===== src/rtl/line_draw_arbiter_if.sv =====
// line_draw_arbiter_if: requester bus, LCD controller handshake and latched job.
// The slave modport is the arbiter; master is the game-logic/controller side.
interface line_draw_arbiter_if #(
  parameter int NUM_REQ = 4,
  parameter int X_W     = 9,
  parameter int Y_W     = 8,
  parameter int COLOR_W = 16
);
  logic                       ctrlIdle;
  logic [NUM_REQ-1:0]         req;
  logic [NUM_REQ*X_W-1:0]     reqX0;
  logic [NUM_REQ*Y_W-1:0]     reqY0;
  logic [NUM_REQ*X_W-1:0]     reqX1;
  logic [NUM_REQ*Y_W-1:0]     reqY1;
  logic [NUM_REQ*COLOR_W-1:0] reqColor;
  logic                       doneLine;
  logic                       goLine;
  logic [X_W-1:0]             lineX0;
  logic [Y_W-1:0]             lineY0;
  logic [X_W-1:0]             lineX1;
  logic [Y_W-1:0]             lineY1;
  logic [COLOR_W-1:0]         lineColor;
  logic [NUM_REQ-1:0]         grant;
  logic [NUM_REQ-1:0]         ack;
  logic                       busy;
  logic                       wdogErr;

  modport slave (
    input  ctrlIdle, req, reqX0, reqY0, reqX1, reqY1, reqColor, doneLine,
    output goLine, lineX0, lineY0, lineX1, lineY1, lineColor, grant, ack, busy, wdogErr
  );

  modport master (
    output ctrlIdle, req, reqX0, reqY0, reqX1, reqY1, reqColor, doneLine,
    input  goLine, lineX0, lineY0, lineX1, lineY1, lineColor, grant, ack, busy, wdogErr
  );
endinterface


===== src/rtl/line_draw_arbiter.sv =====
// line_draw_arbiter: round-robin sharing of the single line engine among
// NUM_REQ requesters. Optional macro LINE_WDOG_EN adds a DRAW-state watchdog
// that forces completion after WDOG_CYCLES cycles and sets a sticky wdogErr.
//
// state  | meaning
// IDLE   | wait for a request while the controller reports idle
// ARB    | pick round-robin winner, latch its job and grant
// LAUNCH | one-cycle goLine to the controller
// DRAW   | wait for doneLine (or watchdog timeout)
// ACK    | one-cycle ack to the owner, advance the round-robin pointer
module line_draw_arbiter #(
  parameter int NUM_REQ     = 4,
  parameter int X_W         = 9,
  parameter int Y_W         = 8,
  parameter int COLOR_W     = 16,
  parameter int WDOG_CYCLES = 65535
) (
  input logic                clk_i,
  input logic                rst_i,
  line_draw_arbiter_if.slave bus
);
  localparam int PTR_W = $clog2(NUM_REQ);

  if (NUM_REQ < 2 || NUM_REQ > 8 || WDOG_CYCLES < 1) begin : g_param_check
    $error("line_draw_arbiter: parameter out of range");
  end

  typedef enum logic [2:0] {S_IDLE, S_ARB, S_LAUNCH, S_DRAW, S_ACK} state_t;

  state_t             state_q, state_d;
  logic [PTR_W-1:0]   rr_ptr_q, rr_ptr_d, owner_q, owner_d, win_idx;
  logic               win_vld;
  logic [X_W-1:0]     x0_q, x0_d, x1_q, x1_d;
  logic [Y_W-1:0]     y0_q, y0_d, y1_q, y1_d;
  logic [COLOR_W-1:0] col_q, col_d;
  logic [NUM_REQ-1:0] grant_q, grant_d, ack_q, ack_d;
  logic               go_q, go_d, busy_q, busy_d;
  logic               wdog_fire;

  // Round-robin search: lowest offset from rr_ptr_q with req set wins.
  always_comb begin
    logic [PTR_W-1:0] idx;
    idx     = '0;
    win_vld = 1'b0;
    win_idx = '0;
    for (int k = NUM_REQ - 1; k >= 0; k--) begin
      idx = PTR_W'((int'(rr_ptr_q) + k) % NUM_REQ);
      if (bus.req[idx]) begin
        win_vld = 1'b1;
        win_idx = idx;
      end
    end
  end

  // Next-state and registered-output logic.
  always_comb begin
    state_d  = state_q;
    rr_ptr_d = rr_ptr_q;
    owner_d  = owner_q;
    x0_d     = x0_q;
    y0_d     = y0_q;
    x1_d     = x1_q;
    y1_d     = y1_q;
    col_d    = col_q;
    grant_d  = grant_q;
    ack_d    = '0;
    go_d     = 1'b0;
    unique case (state_q)
      S_IDLE: if (bus.ctrlIdle && (|bus.req)) state_d = S_ARB;
      S_ARB: begin
        if (win_vld) begin
          state_d = S_LAUNCH;
          owner_d = win_idx;
          grant_d = NUM_REQ'(1) << win_idx;
          x0_d    = bus.reqX0[int'(win_idx) * X_W +: X_W];
          y0_d    = bus.reqY0[int'(win_idx) * Y_W +: Y_W];
          x1_d    = bus.reqX1[int'(win_idx) * X_W +: X_W];
          y1_d    = bus.reqY1[int'(win_idx) * Y_W +: Y_W];
          col_d   = bus.reqColor[int'(win_idx) * COLOR_W +: COLOR_W];
          go_d    = 1'b1;
        end else begin
          state_d = S_IDLE;
          grant_d = '0;
        end
      end
      S_LAUNCH: state_d = S_DRAW;
      S_DRAW: begin
        if (bus.doneLine || wdog_fire) begin
          state_d = S_ACK;
          grant_d = '0;
          ack_d   = NUM_REQ'(1) << owner_q;
        end
      end
      S_ACK: begin
        state_d  = S_IDLE;
        rr_ptr_d = (owner_q == PTR_W'(NUM_REQ - 1)) ? '0 : owner_q + 1'b1;
      end
      default: state_d = S_IDLE;
    endcase
    busy_d = (state_d != S_IDLE);
  end

  // State and output registers; reset clears everything including a live job.
  always_ff @(posedge clk_i) begin
    if (rst_i) begin
      state_q  <= S_IDLE;
      rr_ptr_q <= '0;
      owner_q  <= '0;
      x0_q     <= '0;
      y0_q     <= '0;
      x1_q     <= '0;
      y1_q     <= '0;
      col_q    <= '0;
      grant_q  <= '0;
      ack_q    <= '0;
      go_q     <= 1'b0;
      busy_q   <= 1'b0;
    end else begin
      state_q  <= state_d;
      rr_ptr_q <= rr_ptr_d;
      owner_q  <= owner_d;
      x0_q     <= x0_d;
      y0_q     <= y0_d;
      x1_q     <= x1_d;
      y1_q     <= y1_d;
      col_q    <= col_d;
      grant_q  <= grant_d;
      ack_q    <= ack_d;
      go_q     <= go_d;
      busy_q   <= busy_d;
    end
  end

`ifdef LINE_WDOG_EN
  localparam int WDOG_W = $clog2(WDOG_CYCLES + 1);
  logic [WDOG_W-1:0] wdog_q, wdog_d;
  logic              wdog_err_q, wdog_err_d;

  assign wdog_fire = (state_q == S_DRAW) && (wdog_q == '0);

  // Reload on LAUNCH, count down through DRAW; a timeout without doneLine is sticky.
  always_comb begin
    wdog_d     = wdog_q;
    wdog_err_d = wdog_err_q;
    if (state_q == S_LAUNCH) wdog_d = WDOG_W'(WDOG_CYCLES);
    else if (state_q == S_DRAW && wdog_q != '0) wdog_d = wdog_q - 1'b1;
    if (wdog_fire && !bus.doneLine) wdog_err_d = 1'b1;
  end

  // Watchdog registers.
  always_ff @(posedge clk_i) begin
    if (rst_i) begin
      wdog_q     <= '0;
      wdog_err_q <= 1'b0;
    end else begin
      wdog_q     <= wdog_d;
      wdog_err_q <= wdog_err_d;
    end
  end

  assign bus.wdogErr = wdog_err_q;
`else
  assign wdog_fire   = 1'b0;
  assign bus.wdogErr = 1'b0;
`endif

  assign bus.goLine    = go_q;
  assign bus.lineX0    = x0_q;
  assign bus.lineY0    = y0_q;
  assign bus.lineX1    = x1_q;
  assign bus.lineY1    = y1_q;
  assign bus.lineColor = col_q;
  assign bus.grant     = grant_q;
  assign bus.ack       = ack_q;
  assign bus.busy      = busy_q;
endmodule


===== src/flat_wrapper.sv =====
// flat-port wrapper written by rule: the top's interface ports become plain ports
module line_draw_arbiter_flat 
#(
  parameter int NUM_REQ     = 4,
  parameter int X_W         = 9,
  parameter int Y_W         = 8,
  parameter int COLOR_W     = 16,
  parameter int WDOG_CYCLES = 65535
)
  (clk_i, rst_i, bus_ctrlIdle, bus_req, bus_reqX0, bus_reqY0, bus_reqX1, bus_reqY1, bus_reqColor, bus_doneLine, bus_goLine, bus_lineX0, bus_lineY0, bus_lineX1, bus_lineY1, bus_lineColor, bus_grant, bus_ack, bus_busy, bus_wdogErr);
  line_draw_arbiter_if #(.NUM_REQ(NUM_REQ), .X_W(X_W), .Y_W(Y_W), .COLOR_W(COLOR_W)) bus_i ();
  input logic clk_i;
  input logic rst_i;
  input wire logic [$bits(bus_i.ctrlIdle)-1:0] bus_ctrlIdle;
  input wire logic [$bits(bus_i.req)-1:0] bus_req;
  input wire logic [$bits(bus_i.reqX0)-1:0] bus_reqX0;
  input wire logic [$bits(bus_i.reqY0)-1:0] bus_reqY0;
  input wire logic [$bits(bus_i.reqX1)-1:0] bus_reqX1;
  input wire logic [$bits(bus_i.reqY1)-1:0] bus_reqY1;
  input wire logic [$bits(bus_i.reqColor)-1:0] bus_reqColor;
  input wire logic [$bits(bus_i.doneLine)-1:0] bus_doneLine;
  output wire logic [$bits(bus_i.goLine)-1:0] bus_goLine;
  output wire logic [$bits(bus_i.lineX0)-1:0] bus_lineX0;
  output wire logic [$bits(bus_i.lineY0)-1:0] bus_lineY0;
  output wire logic [$bits(bus_i.lineX1)-1:0] bus_lineX1;
  output wire logic [$bits(bus_i.lineY1)-1:0] bus_lineY1;
  output wire logic [$bits(bus_i.lineColor)-1:0] bus_lineColor;
  output wire logic [$bits(bus_i.grant)-1:0] bus_grant;
  output wire logic [$bits(bus_i.ack)-1:0] bus_ack;
  output wire logic [$bits(bus_i.busy)-1:0] bus_busy;
  output wire logic [$bits(bus_i.wdogErr)-1:0] bus_wdogErr;
  assign bus_i.ctrlIdle = bus_ctrlIdle;
  assign bus_i.req = bus_req;
  assign bus_i.reqX0 = bus_reqX0;
  assign bus_i.reqY0 = bus_reqY0;
  assign bus_i.reqX1 = bus_reqX1;
  assign bus_i.reqY1 = bus_reqY1;
  assign bus_i.reqColor = bus_reqColor;
  assign bus_i.doneLine = bus_doneLine;
  assign bus_goLine = bus_i.goLine;
  assign bus_lineX0 = bus_i.lineX0;
  assign bus_lineY0 = bus_i.lineY0;
  assign bus_lineX1 = bus_i.lineX1;
  assign bus_lineY1 = bus_i.lineY1;
  assign bus_lineColor = bus_i.lineColor;
  assign bus_grant = bus_i.grant;
  assign bus_ack = bus_i.ack;
  assign bus_busy = bus_i.busy;
  assign bus_wdogErr = bus_i.wdogErr;
  line_draw_arbiter #(.NUM_REQ(NUM_REQ), .X_W(X_W), .Y_W(Y_W), .COLOR_W(COLOR_W), .WDOG_CYCLES(WDOG_CYCLES)) u_core (.clk_i(clk_i), .rst_i(rst_i), .bus(bus_i));
endmodule

===== config.mk =====
export PLATFORM = sky130hd
export DESIGN_NAME = line_draw_arbiter_flat
export DESIGN_NICKNAME = d
export VERILOG_FILES = /design/src/rtl/line_draw_arbiter_if.sv /design/src/rtl/line_draw_arbiter.sv /design/src/flat_wrapper.sv
export SDC_FILE = /design/constraint.sdc
export NUM_CORES = 1
export LEC_CHECK = 0
export BUFFER_PORTS_ARGS = -buffer_cell sky130_fd_sc_hd__buf_2
export CAP_MARGIN = 40
export CELL_PAD_IN_SITES_DETAIL_PLACEMENT = 1
export CELL_PAD_IN_SITES_GLOBAL_PLACEMENT = 1
export CORE_AREA = 3 3 121 123
export DETAILED_ROUTE_END_ITERATION = 16
export DIE_AREA = 0 0 124 126
export PLACE_DENSITY_LB_ADDON = 0.1
export SYNTH_ARGS = -nofsm -noshare
export SYNTH_HDL_FRONTEND = slang
export SYNTH_SLANG_ARGS = --single-unit

===== constraint.sdc =====
create_clock -name clk_i -period 4.18 [get_ports clk_i]
set_clock_uncertainty 0.15 [all_clocks]
set_input_delay 0.209 -clock clk_i [delete_from_list [all_inputs] [get_ports clk_i]]
set_output_delay 0.209 -clock clk_i [all_outputs]
set_load 0.01 [all_outputs]

Word level (Yosys, flattened, before mapping)
Index checks and enable logic that the tools add are counted.
{ "classes": {"add_sub_neg": 4, "n_mul": 1, "order_cmp": 4, "eq_ne": 6, "n_shift": 7, "mux": 25, "n_bitwise": 3, "reduce_logical": 9} }
{ "ops": {"columns": ["cell", "n"], "rows": [
  ["variable part select 36 x 32 -> 9 bit", 2],
  ["variable part select 32 x 6 -> 8 bit", 2],
  ["variable part select 64 x 7 -> 16 bit", 1],
  ["less-than comparator 2 x 3 -> 1 bit, second input constant", 4],
  ["2-to-1 mux 2 bit", 6],
  ["case mux 3 bit (4 select lines)", 1],
  ["2-to-1 mux 1 bit", 9],
  ["binary-select mux 1 bit (select 2 bit)", 4],
  ["2-to-1 mux 4 bit", 2],
  ["case mux 4 bit (2 select lines)", 1],
  ["left shift 1 x 2 -> 4 bit, first input constant", 2],
  ["equality test 3 x 2 -> 1 bit, second input constant", 2],
  ["multiplier 2 x 4 -> 6 bit, second input constant", 1],
  ["2-to-1 mux 3 bit", 2],
  ["adder 2 x 1 -> 2 bit, second input constant", 2],
  ["adder 2 bit, second input constant", 2],
  ["AND reduction 2 bit", 2],
  ["OR reduction 4 bit", 1],
  ["equality test 3 x 1 -> 1 bit, second input constant", 1],
  ["equality test 3 bit, second input constant", 1],
  ["logical NOT 3 bit", 1],
  ["inverter 1 bit", 3],
  ["nonzero test 3 bit", 1],
  ["OR reduction 3 bit", 1],
  ["other kinds (5)", 5]
]} }
{ "word_totals": {"reg_bits": 67, "out_inout_bits": 61, "elab_cells": 71} }

Logic depth before layout (Yosys ltp)
Gate-level depths: netlist of the first run.
{ "depth": {"depth_word": 10, "mapped_depth": 9, "mapped_depth_nobuf": 5} }

Worst setup path after synthesis of the first run
OpenSTA, ideal clock, no wires.
{ "synth_timing": {"kind": "register -> register", "from": "reg u_core.rr_ptr_q[1]", "to": "reg u_core.col_q[10], in the netlist u_core.bus.lineColor[10]", "setup_ns": 0.135, "arrival_ns": 1.691, "required_ns": 3.895, "slack_ns": 2.205, "stages_incl_launch_ff": 8, "period_less_slack_ns": 1.975, "cell_sequence": "dfxtp_1 -> inv_2 -> or4_4 -> buf_6 -> clkbuf_1 -> and3_1 -> o21ai_1 -> a211oi_1"} }
{ "synth_between": {"elab_chain_len": 8, "word_cells_on_any_way": 21} }
{ "synth_rtl": {"columns": ["item", "line", "text"], "rows": [
  ["start: declaration", "line_draw_arbiter.sv:31", "logic [PTR_W-1:0] rr_ptr_q, rr_ptr_d, owner_q, owner_d, win_idx;"],
  ["start signal: assignment", "line_draw_arbiter.sv:120", "rr_ptr_q <= rr_ptr_d;"],
  ["adder 2 bit", "line_draw_arbiter.sv:47", "idx = PTR_W'((int'(rr_ptr_q) + k) % NUM_REQ);"],
  ["binary-select mux 1 bit (select 2 bit)", "line_draw_arbiter.sv:48", "if (bus.req[idx]) begin"],
  ["2-to-1 mux 1 bit (not written as such)", "line_draw_arbiter.sv:48", null],
  ["2-to-1 mux 2 bit or 2-to-1 mux 1 bit (tied branches) (4 in series)", "line_draw_arbiter.sv:48", null],
  ["variable part select 64 x 7 -> 16 bit or AND reduction 2 bit (tied branches)", null, null],
  ["end signal: assignment", "line_draw_arbiter.sv:126", "col_q <= col_d;"],
  ["end: declaration", "line_draw_arbiter.sv:35", "logic [COLOR_W-1:0] col_q, col_d;"]
]} }
Several ways; a longest one is shown, not always the timed one. The select of a mux whose other input is x is not followed.
A chain may end at the register's enable or synchronous reset.

Worst setup path in the final report of the first run
Ends and elaborated chain as after synthesis.

==> results.tsv, run 1 <==
stage	metric	value	unit
critical_path	r2r_start	u_core.rr_ptr_q[1]	
yosys	yosysWarningCount	0	
critical_path	arrival	2.61	ns
critical_path	crit_cells	5	
critical_path	max_stage_delay	0.91	ns
placed_design	gp_congestion	0.841	
timing	slew_viol_final	0	
clocking	cts_hold_buf	0	
yosys	synth_fa_ha_area_share	0.310	%
route	routed-via-count	4885	
timing	rsz0062_at_grt	false	
die	fp.dieH	126	um
timing	max_freq	399	MHz
yosys	synth_compound_area_share	38.9	%
yosys	synthFlopType	dfxtp_1	
clocking	clkSinkCount	67	
clocking	clock_path_buffers	2	
worst_hold_path	holdCritPathClass	input port to flip-flop	
placed_design	dpl.hpwl	12700	um
power	ir_drop	0.192	mV
timing	tns	0	ns
yosys	synth-xor-area-share	0	%
critical_path	endpoint_kind	flip-flop	
yosys	synth.area.mux_share	0.991	%
critical_path	cp_slowest_cell	or4_4	
placed_design	portBuffers	267	
yosys	ys_ff_latch	67	
die	num_io_pins	269	
route	post_drt_wl_per_cell	19.1	um
critical_path	endpoint	u_core.bus.lineColor[10]	
timing	layout_setup_ws	1.67	ns
global_route	grt_start_max_net_pins	97	
finish	area_growth	41.9	%
clocking	clkTransAtPathRegs	0.06	ns
clocking	numCtsBuffers	9	
timing	period_needed	2.51	ns
critical_path	startpoint	u_core.rr_ptr_q[1]	
yosys	syn_nets	710	
placed_design	pre_cts_ws	1.67	ns
die	die_area	15600	um2
outcome	outcome	complete, no violations	
route	via_per_inst	5.34	
route	drcViolationCount	0	
die	start_util	29.3	%
clocking	htreeDepth	3	
route	antenna_left	0	
global_route	grt_overflow	0	
critical_path	worstSetupPathType	flip-flop to flip-flop	
critical_path	worstPathCellList	inv_2, or4_4, a21boi_1, o21ai_1, a211oi_1	
yosys	synth_top_area_share	33.2	%
power	powerDensity	347	nW/um2
finish	fin_nets	934	
route	drt_pass1_iterations	4	
yosys	synth_area_per_cell	8.06	um2
global_route	grt_pass1_vias	4983	
timing	finalCritPeriodShare	60.0	%
yosys	ys_types	43	
yosys	synth-seq-area-share	33.2	%
clocking	cts_tree	yes	
clocking	root_buffer	clkbuf_16	
clocking	cts_setup_buffers	0	
yosys	async_reset_ff_share	0	%
route	drtIter0Drc	247	
critical_path	rr_worst_depth	5	
yosys	yosys-top-cells-area	dfxtp_1 33%, a221oi_1 10%, a211oi_1 8.9%, and3_1 7.4%, a21boi_1 7.1%	
global_route	grt.total_usage	21.5	%
global_route	antenna_found_initial	6	
timing	setup_viol	0	
critical_path	r2r_slack	1.67	ns
critical_path	worstReg2RegEnd	u_core.bus.lineColor[10]	
power	p_leak	2.64	nW
route	finalWirelength	17500	um
run	maxCapViolations	0	
yosys	synthSimpleGateAreaFrac	19.0	%
timing	finalHoldViolations	0	
clocking	worstSkewPairLatency	0.34	ns
finish	fillers	1759	
clocking	post_cts_resized	0	
critical_path	path_max_fanout	96	
yosys	synth_top_family_by_area	compound AO/OA/AOI/OAI gates	
global_route	grt_pass1_wl	26300	um
yosys	synth_edf_count	0	
timing	maxSlewHeadroom	38.5	%
timing	worst_pin_slew	0.922	ns
yosys	syn-cell-area	4040	um2
die	std_cell_rows	43	
yosys	synthCells	501	
critical_path	worstPathRequired	4.28	ns
critical_path	cp_top_family	simple AND/OR/NAND/NOR gates	
critical_path	start_kind	flip-flop	
finish	drive_above_1_share	41.5	%
yosys	yosys.area.top_type	dfxtp_1	
critical_path	critPathBufInv	1	
die	fp.dieW	124	um
die	coreArea	13800	um2
-- sequential cells by signal, indices dropped and copies added (netlist names) --
register / count
u_core.bus.ack: 4
u_core.bus.busy: 1
u_core.bus.goLine: 1
u_core.bus.grant: 4
u_core.bus.lineColor: 16
u_core.bus.lineX0: 9
u_core.bus.lineX1: 9
u_core.bus.lineY0: 8
u_core.bus.lineY1: 8
u_core.owner_q: 2
u_core.rr_ptr_q: 2
u_core.state_q: 3
-- final cells by class --
class	count	area [um2]	share of cell area [%]
Multi-Input combinational cell	372	2420	42.2
Timing Repair Buffer	274	1450	25.3
Sequential cell	67	1340	23.4
Clock buffer	9	225	3.93
Tap cell	180	225	3.93
Clock inverter	7	55.1	0.961
Antenna cell	4	10.0	0.175
Inverter	1	3.75	0.0655
-- cell families after synthesis --
| logic type | after synthesis |
|---|---|
| flip-flops | 67 |
| AO/OA/AOI/OAI | 219 |
| AND/OR/NAND/NOR | 147 |
| multiplexers | 4 |
| adder cells (fa/ha/maj) | 1 |
| buffers and inverters | 62 |
| other | 1 |
-- tightest hold or removal path, delay by kind of cell --
family / cells / cell delay [ns]
AOI/OAI and AO/OA: 1 / 0.18
buffers and inverters: 1 / 0.08
muxes: 1 / 0.06
-- layout by cell type (no fill, tap or decap), types with 2 or more instances in the layout --
master      count
nor2_1         60
a21boi_1       38
and3_1         48
clkbuf_16       9
nand4_1         4
nor2b_4         2
o21ai_1        43
a31o_2          3
a221oi_1       47
clkinv_4        2
dfxtp_1        67
nor4_1          2
nor3b_1         3
buf_2         267
nand3_1         4
nor2b_1         4
o21ai_0         8
buf_4           3
a22o_1          2
diode_2         4
nand2b_1        2
clkinvlp_4      5
mux2i_1         4
a211oi_1       48
o31ai_1         3
nand2_1         7
o21bai_1        4
buf_16          2
nor3_1          3
a21boi_0        9
or4_4           2
a21oi_1         8
-- per-stage QoR --
stage | utilization, % | hold WS, ns | area, um2 | power (mW) | std cells
finish | 41.6 | 0.0668 | 5730 | 1.99 | 914
global route | 41.6 | 0.0747 | 5730 | 2.11 | 914
CTS | 41.5 | 0.0547 | 5720 | 2.02 | 910
detailed placement | 39.5 | 0.300 | 5440 | 1.29 | 894
global placement | 38.8 | 0.284 | 5350 | 1.26 | 890
floorplan | - | 0.254 | 4040 | 1.04 | 501
-- how the worst min path moves through the flow --
stage,startpoint,to,depth (start not counted)
global placement,u_core.bus.grant[3],u_core.bus.grant[3],2
finish,bus_reqColor[24],u_core.bus.lineColor[8],3
global route,bus_reqColor[16],u_core.bus.lineColor[0],3
floorplan,bus_doneLine,u_core.bus.ack[0],2
CTS,bus_reqColor[24],u_core.bus.lineColor[8],3
detailed placement,u_core.bus.grant[3],u_core.bus.grant[3],2
-- routing by layer --
layer	vias up	share of wire [%]	track usage (%)
li1	2369	-	-
met1	2297	41	25.9
met2	184	49	36.0
met3	31	7.9	6.15
met4	4	2.3	8.44
met5	-	0.15	0
-- where the power goes --
part | internal, mW | switching [mW]
Clock | 0.403 | 0.317
Combinational | 0.237 | 0.290
Sequential | 0.705 | 0.0357
Total | 1.34 | 0.642
-- cells in the mapped netlist (all sizes together) (6+ instances only) --
cell,instances
a211oi,48
a21boi,48
a21oi,8
a221oi,47
and3,48
buf,14
clkbuf,47
dfxtp,67
nand2,8
nor2,60
nor2b,6
o21ai,51
No activity file was read; power rests on OpenSTA's default activity.
==> run 2: changes to the inputs <==
--- a/config.mk
+++ b/config.mk
@@ -5,13 +5,14 @@
 export SDC_FILE = /design/constraint.sdc
 export NUM_CORES = 1
 export LEC_CHECK = 0
+export ABC_AREA = 1
 export BUFFER_PORTS_ARGS = -buffer_cell sky130_fd_sc_hd__buf_2
 export CAP_MARGIN = 40
 export CELL_PAD_IN_SITES_DETAIL_PLACEMENT = 1
 export CELL_PAD_IN_SITES_GLOBAL_PLACEMENT = 1
-export CORE_AREA = 3 3 121 123
+export CORE_AREA = 3 3 131 133
 export DETAILED_ROUTE_END_ITERATION = 16
-export DIE_AREA = 0 0 124 126
+export DIE_AREA = 0 0 134 136
 export PLACE_DENSITY_LB_ADDON = 0.1
 export SYNTH_ARGS = -nofsm -noshare
 export SYNTH_HDL_FRONTEND = slang
==> constraint.sdc (replaced) <==
create_clock -name clk_i -period 2.4 [get_ports clk_i]
set_clock_uncertainty 0.15 [all_clocks]
set_input_delay 0.12 -clock clk_i [delete_from_list [all_inputs] [get_ports clk_i]]
set_output_delay 0.12 -clock clk_i [all_outputs]
set_load 0.01 [all_outputs]
==> run 2 against run 1 <==
  * Register-to-register slack got worse by 1.5 ns
  * Sequential share of layout area down 5.0 points
  * Via count grew 26%
  * Fmax grew 14%
  * Synthesized area grew 6.9%
  * Non-clock buffer count rose by 121
  * Synthesized cell count rose by 49%
  * Largest power group is now clock
==> results.tsv, run 2 <==
stage	metric	value	unit	change
outcome	outcome	complete, no violations		
global_route	antenna_found_initial	0		-6
power	p_comb_share	32.8	%	+6.3 points
die	fp.dieH	136	um	+7.9%
yosys	yosysMostFrequentCell	nand2_1		
power	p_int	2.60	mW	+93%
timing	worst_pin_slew	0.657	ns	-0.265 ns
timing	finalCritPeriodShare	91.3	%	+31 points
yosys	ys_types	22		-49%
finish	area_growth	68.6	%	
critical_path	worstPathRequired	2.48	ns	-1.80 ns
critical_path	path_max_fanout	19		-80%
power	powerDensity	533	nW/um2	+54%
power	seqPwrFrac	33.2	%	-4.1 points
timing	setup_viol	0		unchanged
yosys	syn-cell-area	4320	um2	+6.9%
placed_design	pre_cts_ws	0.101	ns	-1.57 ns
route	drtIter0Drc	250		+1.2%
yosys	synth-seq-area-share	31.1	%	-2.1 points
yosys	syn_nets	957		+35%
critical_path	endpoint_kind	flip-flop		
critical_path	worstSetupPathType	flip-flop to flip-flop		
route	drt_pass1_iterations	6		+2
power	total_power	3.88	mW	+95%
route	routed-via-count	6179		+26%
placed_design	gp_congestion	0.785		-6.8%
clocking	cts_setup_buffers	0		unchanged
global_route	grt_overflow	0		unchanged
timing	finalHoldViolations	0		unchanged
placed_design	dpl.hpwl	14100	um	+11%
finish	fin_nets	1310		+40%
yosys	synth_area_per_cell	5.77	um2	-28%
yosys	synthFlopType	dfxtp_1		
clocking	clkSinkCount	67		unchanged
critical_path	arrival	2.27	ns	-0.34 ns
yosys	yosysWarningCount	0		unchanged
route	via_per_inst	4.67		-13%
route	post_drt_wl_per_cell	16.3	um	-15%
critical_path	worstPathCellList	inv_2, nand2_1, nand2_1, nand2_1, nand3_2, nand2_1, nand2_4, nand2_4, nor2_4, buf_4, nand2_1, nand3_1, nor2_1, nor2_1		
clocking	root_buffer	clkbuf_16		
route	finalWirelength	21500	um	+23%
timing	period_needed	2.19	ns	-0.315 ns
power	p_clk_share	34.0	%	-2.2 points
power	ir_drop	0.349	mV	+82%
finish	diodes	0		-4
power	p_leak	3.79	nW	+44%
die	coreArea	15900	um2	+16%
clocking	clock_path_buffers	2		unchanged
placed_design	post_dp_cell_area	5880	um2	+8.1%
finish	final_core_util	45.6	%	+4.0 points
global_route	grt_pass1_vias	6532		+31%
clocking	htreeDepth	3		unchanged
clocking	worstSkewPairLatency	0.33	ns	about the same
clocking	clkTransAtPathRegs	0.06	ns	about the same
yosys	ys_top_cells_by_count	245 x nand2_1, 163 x nand3_1, 116 x nor2_1		
critical_path	start_kind	flip-flop		
finish	design_area	7280	um2	+27%
yosys	synth_top_area_share	31.1	%	-2.1 points
global_route	grt.total_usage	23.4	%	+1.9 points
die	num_io_pins	269		unchanged
global_route	grt_pass1_wl	34200	um	+30%
timing	slew_viol_final	0		unchanged
yosys	yosys.area.top_type	dfxtp_1		
timing	tns	0	ns	unchanged
die	die_area	18200	um2	+17%
die	start_util	27.1	%	-2.2 points
timing	max_freq	456	MHz	+14%
finish	largest_reg_flops	16		unchanged
finish	drive_above_1_share	28.6	%	-13 points
finish	final_cell_mix	267 x buf_2, 245 x nand2_1, 163 x nand3_1		
die	fp.dieW	134	um	+8.1%
yosys	async_reset_ff_share	0	%	unchanged
critical_path	r2r_slack	0.21	ns	-1.47 ns
placed_design	portBuffers	267		unchanged
global_route	grt_start_max_net_pins	57		-41%
critical_path	max_stage_delay	0.43	ns	-0.48 ns
yosys	synthCells	748		+49%
clocking	numCtsBuffers	9		unchanged
critical_path	cp_common_cell	nand2_1		
clocking	cts_tree	yes		
route	antenna_left	0		unchanged
finish	final_common_cell	buf_2		
power	power_switching	1.28	mW	+99%
critical_path	cp_top_family	simple AND/OR/NAND/NOR gates		
power	swShare	32.9	%	+0.63 points
route	drcViolationCount	0		unchanged
run	maxCapViolations	0		unchanged
timing	layout_setup_ws	0.208	ns	-1.47 ns
worst_hold_path	holdCritPathClass	input port to flip-flop		
critical_path	cp_slowest_cell	dfxtp_1		
timing	rsz0062_at_grt	false		
yosys	yosys-top-cells-area	dfxtp_1 31%, nand2_1 21%, nand3_1 19%, nor2_1 10%, o21ai_0 4.8%		
yosys	synth_edf_count	0		unchanged
critical_path	critPathBufInv	2		+1
yosys	ys_ff_latch	67		unchanged
die	std_cell_rows	46		+7.0%
timing	maxSlewHeadroom	56.2	%	+18 points
-- run 2: changes by cell type after synthesis, sizes merged, moves of 43 or more --
cell	previous run	this run
a211oi	48	0
a21boi	48	0
a221oi	47	0
and3	48	0
inv	1	44
nand2	8	248
nand3	4	166
nor2	60	118
-- run 2: metrics by stage --
| step | std cells | hold slack, ns |
|---|---|---|
| after global routing | 1322 | 0.0234 |
| after floorplan | 748 | 0.178 |
| after detailed placement | 1196 | 0.280 |
| after CTS | 1322 | 0.000752 |
| after global placement | 1196 | 0.270 |
| final | 1322 | 0.00784 |
-- run 2: kinds of logic after synthesis --
logic type                 after synthesis  share of synthesized area [%]
DFF                                     67                           31.1
buffers and inverters                   97                           10.3
and+or+nand+nor                        533                           52.4
adders and majority gates                1                          0.290
other                                    1                         0.0869
AOI/OAI and AO/OA                       49                           5.86
-- run 2: final cells by class --
cell class,count,area [um2]
multi-input cells,584,2540
inverters,44,168
well taps,216,270
clock buffers,9,225
fillers,2165,8670
repair buffers,395,2660
flip-flops and latches,67,1340
clock inverters,7,67.6
-- run 2: worst reg2reg max path, cell delays in order, from the launching register on --
cell	delay (ns)
dfxtp_1	0.43
inv_2	0.11
nand2_1	0.07
nand2_1	0.06
nand2_1	0.11
nand3_2	0.11
nand2_1	0.12
nand2_4	0.08
nand2_4	0.15
nor2_4	0.05
buf_4	0.21
nand2_1	0.12
nand3_1	0.11
nor2_1	0.15
nor2_1	0.06
-- run 2: worst paths after layout --
| kind | depth (start not counted) | end | from |
|---|---|---|---|
| setup / recovery | 14 | u_core.bus.lineY0[3] | u_core.rr_ptr_q[1] |
| hold / removal | 5 | u_core.bus.lineColor[9] | bus_reqColor[25] |
| setup reg to reg | 14 | u_core.bus.lineY0[3] | u_core.rr_ptr_q[1] |
| hold reg to reg | 2 | u_core.bus.grant[1] | u_core.bus.grant[1] |
-- run 2: power by group through the flow --
stage / Combinational [mW] / Sequential, mW / Clock (mW)
3_3_place_gp: 1.11 / 1.31 / 0
2_1_floorplan: 0.578 / 1.36 / 0
4_1_cts: 1.26 / 1.29 / 1.37
6_report: 1.27 / 1.29 / 1.32
5_1_grt: 1.42 / 1.30 / 1.41
3_5_place_dp: 1.12 / 1.31 / 0
-- run 2: timing repair --
item | in CTS | in global routing
hold buffers | 110 | 0
resized for setup | 0 | 2
setup endpoints to repair | 0 | 43
hold endpoints to repair | 36 | 0
-- run 2: per-layer routing --
layer	GRT usage, %	vias up	share of wire [%]	wire [um]
met5	0	-	0	0
met4	5.94	0	1.6	343
met3	5.74	28	6.1	1300
met2	41.5	194	50	10700
met1	28.4	2872	43	9200
li1	-	3085	-	-
